**src/rtl/id_ex_stage_if.sv**
```systemverilog
// id_ex_stage_if: ID-side inputs, EX-side outputs and control between decode and the ID/EX register
interface id_ex_stage_if #(
    parameter int XLEN = 32,
    parameter int RA_W = 5
);
    logic            id_valid;
    logic [XLEN-1:0] id_pc;
    logic [RA_W-1:0] id_rs1_addr;
    logic [RA_W-1:0] id_rs2_addr;
    logic            id_uses_rs1;
    logic            id_uses_rs2;
    logic [RA_W-1:0] id_rd_addr;
    logic [XLEN-1:0] id_rs1_data;
    logic [XLEN-1:0] id_rs2_data;
    logic [XLEN-1:0] id_imm;
    logic [3:0]      id_funct;
    logic            id_branch;
    logic            id_mem_read;
    logic            id_mem_to_reg;
    logic            id_mem_write;
    logic            id_alu_src;
    logic            id_reg_write;
    logic [1:0]      id_alu_op;
    logic            ex_flush;
    logic            ex_hold;
    logic            stall_id;
    logic            ex_valid;
    logic [XLEN-1:0] ex_pc;
    logic [XLEN-1:0] ex_rs1_data;
    logic [XLEN-1:0] ex_rs2_data;
    logic [XLEN-1:0] ex_imm;
    logic [RA_W-1:0] ex_rs1_addr;
    logic [RA_W-1:0] ex_rs2_addr;
    logic [RA_W-1:0] ex_rd_addr;
    logic [3:0]      ex_funct;
    logic            ex_branch;
    logic            ex_mem_read;
    logic            ex_mem_to_reg;
    logic            ex_mem_write;
    logic            ex_alu_src;
    logic            ex_reg_write;
    logic [1:0]      ex_alu_op;

    modport master (
        output id_valid, id_pc, id_rs1_addr, id_rs2_addr, id_uses_rs1, id_uses_rs2, id_rd_addr,
               id_rs1_data, id_rs2_data, id_imm, id_funct, id_branch, id_mem_read, id_mem_to_reg,
               id_mem_write, id_alu_src, id_reg_write, id_alu_op, ex_flush, ex_hold,
        input  stall_id, ex_valid, ex_pc, ex_rs1_data, ex_rs2_data, ex_imm, ex_rs1_addr, ex_rs2_addr,
               ex_rd_addr, ex_funct, ex_branch, ex_mem_read, ex_mem_to_reg, ex_mem_write, ex_alu_src,
               ex_reg_write, ex_alu_op
    );

    modport slave (
        input  id_valid, id_pc, id_rs1_addr, id_rs2_addr, id_uses_rs1, id_uses_rs2, id_rd_addr,
               id_rs1_data, id_rs2_data, id_imm, id_funct, id_branch, id_mem_read, id_mem_to_reg,
               id_mem_write, id_alu_src, id_reg_write, id_alu_op, ex_flush, ex_hold,
        output stall_id, ex_valid, ex_pc, ex_rs1_data, ex_rs2_data, ex_imm, ex_rs1_addr, ex_rs2_addr,
               ex_rd_addr, ex_funct, ex_branch, ex_mem_read, ex_mem_to_reg, ex_mem_write, ex_alu_src,
               ex_reg_write, ex_alu_op
    );
endinterface

```
**src/rtl/id_ex_stage.sv**
```systemverilog
// id_ex_stage: ID/EX pipeline register with load-use bubble insertion, flush and hold
module id_ex_stage #(
    parameter int XLEN  = 32,
    parameter int RA_W  = 5,
    parameter int CNT_W = 16
) (
    input  logic             clk,
    input  logic             rst_n,
    id_ex_stage_if.slave     bus,
    output logic [CNT_W-1:0] lu_stall_cnt
);
    typedef struct packed {
        logic            valid;
        logic [XLEN-1:0] pc;
        logic [XLEN-1:0] rs1_data;
        logic [XLEN-1:0] rs2_data;
        logic [XLEN-1:0] imm;
        logic [RA_W-1:0] rs1_addr;
        logic [RA_W-1:0] rs2_addr;
        logic [RA_W-1:0] rd_addr;
        logic [3:0]      funct;
        logic            branch;
        logic            mem_read;
        logic            mem_to_reg;
        logic            mem_write;
        logic            alu_src;
        logic            reg_write;
        logic [1:0]      alu_op;
    } stage_t;

    stage_t id_d, ex_q;
    logic   load_use, bubble;

    assign load_use = bus.ex_valid & bus.ex_mem_read & (bus.ex_rd_addr != '0) & bus.id_valid &
                      ((bus.id_uses_rs1 & (bus.id_rs1_addr == bus.ex_rd_addr)) |
                       (bus.id_uses_rs2 & (bus.id_rs2_addr == bus.ex_rd_addr)));
    assign bus.stall_id = ~bus.ex_flush & (bus.ex_hold | load_use);
    assign bubble       = ~bus.ex_flush & ~bus.ex_hold & load_use;

    // Gather the ID instruction; an invalid slot carries no control effects
    always_comb begin
        id_d            = '0;
        id_d.valid      = bus.id_valid;
        id_d.pc         = bus.id_pc;
        id_d.rs1_data   = bus.id_rs1_data;
        id_d.rs2_data   = bus.id_rs2_data;
        id_d.imm        = bus.id_imm;
        id_d.rs1_addr   = bus.id_rs1_addr;
        id_d.rs2_addr   = bus.id_rs2_addr;
        id_d.rd_addr    = bus.id_rd_addr;
        id_d.funct      = bus.id_funct;
        id_d.branch     = bus.id_valid & bus.id_branch;
        id_d.mem_read   = bus.id_valid & bus.id_mem_read;
        id_d.mem_to_reg = bus.id_valid & bus.id_mem_to_reg;
        id_d.mem_write  = bus.id_valid & bus.id_mem_write;
        id_d.alu_src    = bus.id_valid & bus.id_alu_src;
        id_d.reg_write  = bus.id_valid & bus.id_reg_write;
        id_d.alu_op     = {2{bus.id_valid}} & bus.id_alu_op;
    end

    // Stage register: flush or bubble clears, hold freezes, otherwise advance
    always_ff @(posedge clk or negedge rst_n) begin
        if (!rst_n)                      ex_q <= '0;
        else if (bus.ex_flush || bubble) ex_q <= '0;
        else if (!bus.ex_hold)           ex_q <= id_d;
    end

    // Saturating count of load-use bubbles actually inserted
    always_ff @(posedge clk or negedge rst_n) begin
        if (!rst_n)                              lu_stall_cnt <= '0;
        else if (bubble && lu_stall_cnt != '1)   lu_stall_cnt <= lu_stall_cnt + CNT_W'(1);
    end

    assign bus.ex_valid      = ex_q.valid;
    assign bus.ex_pc         = ex_q.pc;
    assign bus.ex_rs1_data   = ex_q.rs1_data;
    assign bus.ex_rs2_data   = ex_q.rs2_data;
    assign bus.ex_imm        = ex_q.imm;
    assign bus.ex_rs1_addr   = ex_q.rs1_addr;
    assign bus.ex_rs2_addr   = ex_q.rs2_addr;
    assign bus.ex_rd_addr    = ex_q.rd_addr;
    assign bus.ex_funct      = ex_q.funct;
    assign bus.ex_branch     = ex_q.branch;
    assign bus.ex_mem_read   = ex_q.mem_read;
    assign bus.ex_mem_to_reg = ex_q.mem_to_reg;
    assign bus.ex_mem_write  = ex_q.mem_write;
    assign bus.ex_alu_src    = ex_q.alu_src;
    assign bus.ex_reg_write  = ex_q.reg_write;
    assign bus.ex_alu_op     = ex_q.alu_op;
endmodule

```
**src/flat_wrapper.sv**
```systemverilog
// flat-port wrapper written by rule: the top's interface ports become plain ports
module id_ex_stage_flat 
#(
    parameter int XLEN  = 32,
    parameter int RA_W  = 5,
    parameter int CNT_W = 16
)
  (clk, rst_n, lu_stall_cnt, bus_id_valid, bus_id_pc, bus_id_rs1_addr, bus_id_rs2_addr, bus_id_uses_rs1, bus_id_uses_rs2, bus_id_rd_addr, bus_id_rs1_data, bus_id_rs2_data, bus_id_imm, bus_id_funct, bus_id_branch, bus_id_mem_read, bus_id_mem_to_reg, bus_id_mem_write, bus_id_alu_src, bus_id_reg_write, bus_id_alu_op, bus_ex_flush, bus_ex_hold, bus_stall_id, bus_ex_valid, bus_ex_pc, bus_ex_rs1_data, bus_ex_rs2_data, bus_ex_imm, bus_ex_rs1_addr, bus_ex_rs2_addr, bus_ex_rd_addr, bus_ex_funct, bus_ex_branch, bus_ex_mem_read, bus_ex_mem_to_reg, bus_ex_mem_write, bus_ex_alu_src, bus_ex_reg_write, bus_ex_alu_op);
  id_ex_stage_if #(.XLEN(XLEN), .RA_W(RA_W)) bus_i ();
  input  logic clk;
  input  logic rst_n;
  output logic [CNT_W-1:0] lu_stall_cnt;
  input wire logic [$bits(bus_i.id_valid)-1:0] bus_id_valid;
  input wire logic [$bits(bus_i.id_pc)-1:0] bus_id_pc;
  input wire logic [$bits(bus_i.id_rs1_addr)-1:0] bus_id_rs1_addr;
  input wire logic [$bits(bus_i.id_rs2_addr)-1:0] bus_id_rs2_addr;
  input wire logic [$bits(bus_i.id_uses_rs1)-1:0] bus_id_uses_rs1;
  input wire logic [$bits(bus_i.id_uses_rs2)-1:0] bus_id_uses_rs2;
  input wire logic [$bits(bus_i.id_rd_addr)-1:0] bus_id_rd_addr;
  input wire logic [$bits(bus_i.id_rs1_data)-1:0] bus_id_rs1_data;
  input wire logic [$bits(bus_i.id_rs2_data)-1:0] bus_id_rs2_data;
  input wire logic [$bits(bus_i.id_imm)-1:0] bus_id_imm;
  input wire logic [$bits(bus_i.id_funct)-1:0] bus_id_funct;
  input wire logic [$bits(bus_i.id_branch)-1:0] bus_id_branch;
  input wire logic [$bits(bus_i.id_mem_read)-1:0] bus_id_mem_read;
  input wire logic [$bits(bus_i.id_mem_to_reg)-1:0] bus_id_mem_to_reg;
  input wire logic [$bits(bus_i.id_mem_write)-1:0] bus_id_mem_write;
  input wire logic [$bits(bus_i.id_alu_src)-1:0] bus_id_alu_src;
  input wire logic [$bits(bus_i.id_reg_write)-1:0] bus_id_reg_write;
  input wire logic [$bits(bus_i.id_alu_op)-1:0] bus_id_alu_op;
  input wire logic [$bits(bus_i.ex_flush)-1:0] bus_ex_flush;
  input wire logic [$bits(bus_i.ex_hold)-1:0] bus_ex_hold;
  output wire logic [$bits(bus_i.stall_id)-1:0] bus_stall_id;
  output wire logic [$bits(bus_i.ex_valid)-1:0] bus_ex_valid;
  output wire logic [$bits(bus_i.ex_pc)-1:0] bus_ex_pc;
  output wire logic [$bits(bus_i.ex_rs1_data)-1:0] bus_ex_rs1_data;
  output wire logic [$bits(bus_i.ex_rs2_data)-1:0] bus_ex_rs2_data;
  output wire logic [$bits(bus_i.ex_imm)-1:0] bus_ex_imm;
  output wire logic [$bits(bus_i.ex_rs1_addr)-1:0] bus_ex_rs1_addr;
  output wire logic [$bits(bus_i.ex_rs2_addr)-1:0] bus_ex_rs2_addr;
  output wire logic [$bits(bus_i.ex_rd_addr)-1:0] bus_ex_rd_addr;
  output wire logic [$bits(bus_i.ex_funct)-1:0] bus_ex_funct;
  output wire logic [$bits(bus_i.ex_branch)-1:0] bus_ex_branch;
  output wire logic [$bits(bus_i.ex_mem_read)-1:0] bus_ex_mem_read;
  output wire logic [$bits(bus_i.ex_mem_to_reg)-1:0] bus_ex_mem_to_reg;
  output wire logic [$bits(bus_i.ex_mem_write)-1:0] bus_ex_mem_write;
  output wire logic [$bits(bus_i.ex_alu_src)-1:0] bus_ex_alu_src;
  output wire logic [$bits(bus_i.ex_reg_write)-1:0] bus_ex_reg_write;
  output wire logic [$bits(bus_i.ex_alu_op)-1:0] bus_ex_alu_op;
  assign bus_i.id_valid = bus_id_valid;
  assign bus_i.id_pc = bus_id_pc;
  assign bus_i.id_rs1_addr = bus_id_rs1_addr;
  assign bus_i.id_rs2_addr = bus_id_rs2_addr;
  assign bus_i.id_uses_rs1 = bus_id_uses_rs1;
  assign bus_i.id_uses_rs2 = bus_id_uses_rs2;
  assign bus_i.id_rd_addr = bus_id_rd_addr;
  assign bus_i.id_rs1_data = bus_id_rs1_data;
  assign bus_i.id_rs2_data = bus_id_rs2_data;
  assign bus_i.id_imm = bus_id_imm;
  assign bus_i.id_funct = bus_id_funct;
  assign bus_i.id_branch = bus_id_branch;
  assign bus_i.id_mem_read = bus_id_mem_read;
  assign bus_i.id_mem_to_reg = bus_id_mem_to_reg;
  assign bus_i.id_mem_write = bus_id_mem_write;
  assign bus_i.id_alu_src = bus_id_alu_src;
  assign bus_i.id_reg_write = bus_id_reg_write;
  assign bus_i.id_alu_op = bus_id_alu_op;
  assign bus_i.ex_flush = bus_ex_flush;
  assign bus_i.ex_hold = bus_ex_hold;
  assign bus_stall_id = bus_i.stall_id;
  assign bus_ex_valid = bus_i.ex_valid;
  assign bus_ex_pc = bus_i.ex_pc;
  assign bus_ex_rs1_data = bus_i.ex_rs1_data;
  assign bus_ex_rs2_data = bus_i.ex_rs2_data;
  assign bus_ex_imm = bus_i.ex_imm;
  assign bus_ex_rs1_addr = bus_i.ex_rs1_addr;
  assign bus_ex_rs2_addr = bus_i.ex_rs2_addr;
  assign bus_ex_rd_addr = bus_i.ex_rd_addr;
  assign bus_ex_funct = bus_i.ex_funct;
  assign bus_ex_branch = bus_i.ex_branch;
  assign bus_ex_mem_read = bus_i.ex_mem_read;
  assign bus_ex_mem_to_reg = bus_i.ex_mem_to_reg;
  assign bus_ex_mem_write = bus_i.ex_mem_write;
  assign bus_ex_alu_src = bus_i.ex_alu_src;
  assign bus_ex_reg_write = bus_i.ex_reg_write;
  assign bus_ex_alu_op = bus_i.ex_alu_op;
  id_ex_stage #(.XLEN(XLEN), .RA_W(RA_W), .CNT_W(CNT_W)) u_core (.clk(clk), .rst_n(rst_n), .bus(bus_i), .lu_stall_cnt(lu_stall_cnt));
endmodule
```
**config.mk**
```make
export PLATFORM = sky130hd
export DESIGN_NAME = id_ex_stage_flat
export DESIGN_NICKNAME = d
export VERILOG_FILES = /design/src/rtl/id_ex_stage_if.sv /design/src/rtl/id_ex_stage.sv /design/src/flat_wrapper.sv
export SDC_FILE = /design/constraint.sdc
export NUM_CORES = 1
export LEC_CHECK = 0
export ABC_AREA = 1
export CORE_UTILIZATION = 31
export CTS_CLUSTER_SIZE = 20
export DETAILED_ROUTE_END_ITERATION = 10
export PLACE_DENSITY = 0.67
export SLEW_MARGIN = 40
export SYNTH_ARGS = -nofsm -noshare
export SYNTH_HDL_FRONTEND = slang
export SYNTH_SLANG_ARGS = --single-unit
```
**constraint.sdc**
```tcl
create_clock -name clk -period 1.53 [get_ports clk]
set_input_delay 0.306 -clock clk [delete_from_list [all_inputs] [get_ports clk]]
set_output_delay 0.306 -clock clk [all_outputs]
set_load 0.05 [all_outputs]
```
==> metrics.txt <==
outcome=complete, but fails checks; violations in the final reports=setup timing; Final Skew=around 0.017 ns; Sinks on Clock Net=172; count of input and output buffers=334; number of DRC markers in iteration 0=roughly 430; number of antenna violations at the first check in global routing=0; CP max FO=4; Remaining DRCs=0; Inserted Diodes=0; area of the die=between 0.02 and 0.025 mm^2; library cells used by synthesis=26; critical register-to-register path startpoint=u_core.bus.ex_rd_addr[4]$_DFFE_PN0P_; sequential fraction of the synthesis area=0.5868; number of fill cells=1580; required time at the endpoint of the critical path=~1.2 ns; class of the tightest hold or removal check=input pin to asynchronous set/reset pin; Core Footprint=between 0.02 and 0.025 mm^2; area used by sequential logic in the layout=0.004325 mm^2; worst setup path start=u_core.bus.ex_rd_addr[4]$_DFFE_PN0P_; number of rows in the core area=55; total leakage power=7.390 nW; worst slack on hold paths=0.3515 ns; start-to-end type of the worst setup path=register to output pin; buffer and inverter count on the worst path=2; peak ir drop on the vdd network=0.6510 mV; Top delay family on crit path=simple AND/OR/NAND/NOR gates; highest-delay cell along the critical path=sky130_fd_sc_hd__dfrtp_2; horizontal extent of the die=roughly 160 um; crit path DAT=1.73 ns; gate count of the mapped netlist=850; via count of the first global-routing pass=8035; Tot GR Track Use=0.2439; number of top-level pins=335; Setup violations, final=173; mean number of vias per cell=around 4.8; final count of hold timing violations=0; maximum operating frequency=491.9 MHz; TritonCTS clock tree=yes; source-to-sink clock delay at the later pin of the worst-skew pair=0.42 ns; aggregate routed wire length=29280 um; Routed wire per std cell=between 15 and 20 um; initial core utilization=0.3201; sequence of cells on the critical path=inv_4, nand2_1, nand2_1, nor2_1, nand3_2, nand2_4, nand2_8, o21ai_4, buf_12; area overhead of the layout relative to synthesis=116.7%; drt pass-1 iters=5; Longest Clk Path Bufs=2; height of the chip=155.8 um; number of max-slew violations in the final report=0; largest net degree at the start of global routing=44; Post-Syn Area=0.007335 mm^2; worst slack at placement=-0.5107 ns; setup repair after global routing missed its margin=yes; total via count in the routed design=7625; wire length of the first global-routing pass=roughly 45000 um; number of nets produced by synthesis=1013; R2R Setup Slk=-0.46 ns; fraction of the cycle the final worst path needs=1.329; clock slew at the register clock pins of the worst setup and hold paths=0.08 ns; Seq cells post-synth=172; area of combinational cells with multiple inputs=0.003730 mm^2; H-tree depth=4; Pwr per Cell Area=781.3 mW/mm^2; maximum capacitance violations=0; Final HPWL DP=around 19000 um; final critical delay including setup and external delays=~2.0 ns; most frequent cell on the critical path=sky130_fd_sc_hd__nand2_1; master cell of the clock root buffer=sky130_fd_sc_hd__clkbuf_16; post-layout worst setup margin=-0.5030 ns; tightest slew margin relative to the limit=0.7225; Worst Max-Slew Pin Slew=0.4162 ns; Syn Area/Cell=8.629 um^2; share of final-layout standard cells stronger than drive strength 1=0.4272; number of nets in the layout=between 1000 and 1500; CTS buffer count=17; number of warnings printed during yosys synthesis=0; worst reg2reg path endpoint=u_core.bus.ex_mem_to_reg$_DFFE_PN0P_; maximum single-stage delay on the critical path=0.42 ns; last weighted congestion value of the routability-driven placer=0.8223; crit path launch type=register; GRT overflow=0; remaining antenna violation count after routing=0; Register-to-Register Path Depth=15; kind of capture point of the worst setup path=output pin
## synthesized netlist by cell type (all sizes together)
library cell | count | area (um^2)
buf | 26 | 211.4
clkbuf | 25 | 93.84
clkinv | 1 | 3.750
dfrtp | 172 | 4304
ha | 1 | 12.51
inv | 24 | 90.08
nand2 | 386 | 1456
nand3 | 148 | 755.7
nand3b | 1 | 7.510
nand4 | 14 | 93.84
nor2 | 21 | 93.84
nor3 | 2 | 15.01
o21ai | 15 | 75.07
o21bai | 1 | 7.510
xnor2 | 7 | 61.31
xor2 | 6 | 52.55
## cells by family after synthesis
| group | count (synthesis) | synth area share |
|---|---|---|
| AO/OA/AOI/OAI | 16 | 0.01126 |
| XOR/XNOR | 13 | 0.01552 |
| adder cells (fa/ha/maj) | 1 | 0.001706 |
| buffers and inverters | 76 | 0.05442 |
| flip-flops | 172 | 0.5868 |
| AND/OR/NAND/NOR | 572 | 0.3303 |
## routing by layer
metal | vias to the layer above | GRT usage | routed length [um]
li1 | 3563 | - | -
met1 | 3741 | 0.2871 | 11310
met2 | 285 | 0.4211 | 15140
met3 | 36 | 0.07167 | 2156
met4 | 0 | 0.08590 | 673
met5 | - | 0 | 0
## where the power goes
| group | internal [mW] | total (mW) | switching (mW) |
|---|---|---|---|
| clock | 2.17 | 4.18 | 2.01 |
| combinational | 1.59 | 3.20 | 1.60 |
| sequential | 4.77 | 5.04 | 0.264 |
| total | 8.54 | 12.4 | 3.88 |
## area by class of cell
type                       count  area share
timing repair buffer         453      0.4277
inverter                      25    0.006297
clock inverter                12    0.006533
multi-input combinational    603      0.2347
tap                          313     0.02464
sequential                   172      0.2721
clock buffer                  20     0.02810
## worst max-delay path by stage
stage | end | slack [ns] | cells past startpoint
after CTS | bus_stall_id | -0.52 | 8
after global routing | bus_stall_id | -0.62 | 9
after floorplan | bus_stall_id | -0.32 | 9
final | bus_stall_id | -0.50 | 9
after detailed placement | u_core.bus.ex_rs2_data[0]$_DFFE_PN0P_ | -0.51 | 12
after global placement | bus_stall_id | -0.48 | 10
## layout by cell type (no fill, tap or decap), drive strengths merged, types with 2 or more instances in the layout
| master | synthesis | final |
|---|---|---|
| buf | 26 | 291 |
| clkbuf | 25 | 21 |
| clkdlybuf4s50 | 0 | 160 |
| clkinv | 1 | 5 |
| clkinvlp | 0 | 3 |
| dfrtp | 172 | 172 |
| inv | 24 | 29 |
| nand2 | 386 | 387 |
| nand3 | 148 | 148 |
| nand4 | 14 | 14 |
| nor2 | 21 | 21 |
| nor3 | 2 | 2 |
| o21ai | 15 | 15 |
| xnor2 | 7 | 7 |
| xor2 | 6 | 6 |
## timing repair
| action | 4_1_cts | 5_1_grt |
|---|---|---|
| hold buffers | 1 | 0 |
| gates resized for setup | 139 | 90 |
| pin swaps | 31 | 38 |
| endpoints found under the hold margin | 30 | 0 |
| gates cloned | 19 | 0 |
| endpoints found under the setup margin | 159 | 175 |
| setup buffers | 14 | 10 |
## stage by stage
step | area, um^2 | instances | TNS (ns) | util | power [mW]
after CTS | 15580 | 1596 | -58.22 | 0.6800 | 12.41
after global placement | 13870 | 1530 | -72.44 | 0.6052 | 8.127
final | 15900 | 1598 | -53.02 | 0.6936 | 12.42
after global routing | 15900 | 1598 | -70.51 | 0.6936 | 12.88
after detailed placement | 13870 | 1530 | -77.91 | 0.6052 | 8.158
after floorplan | 7732 | 850 | -5.641 | - | 6.174
## worst reg2reg max path, cell delays in order, from the launching register on
cell and delay [ns]:
sky130_fd_sc_hd__dfrtp_2 0.42, sky130_fd_sc_hd__inv_4 0.06, sky130_fd_sc_hd__nand2_1 0.06, sky130_fd_sc_hd__nand2_1 0.05, sky130_fd_sc_hd__nor2_1 0.14, sky130_fd_sc_hd__nand3_2 0.10, sky130_fd_sc_hd__nand2_4 0.10, sky130_fd_sc_hd__nand2_8 0.06
sky130_fd_sc_hd__buf_4 0.13, sky130_fd_sc_hd__buf_6 0.12, sky130_fd_sc_hd__buf_8 0.14, sky130_fd_sc_hd__buf_12 0.15, sky130_fd_sc_hd__buf_12 0.13, sky130_fd_sc_hd__buf_16 0.13, sky130_fd_sc_hd__nand4_1 0.06, sky130_fd_sc_hd__nand2_1 0.05
(Power assumes the default switching activity.)
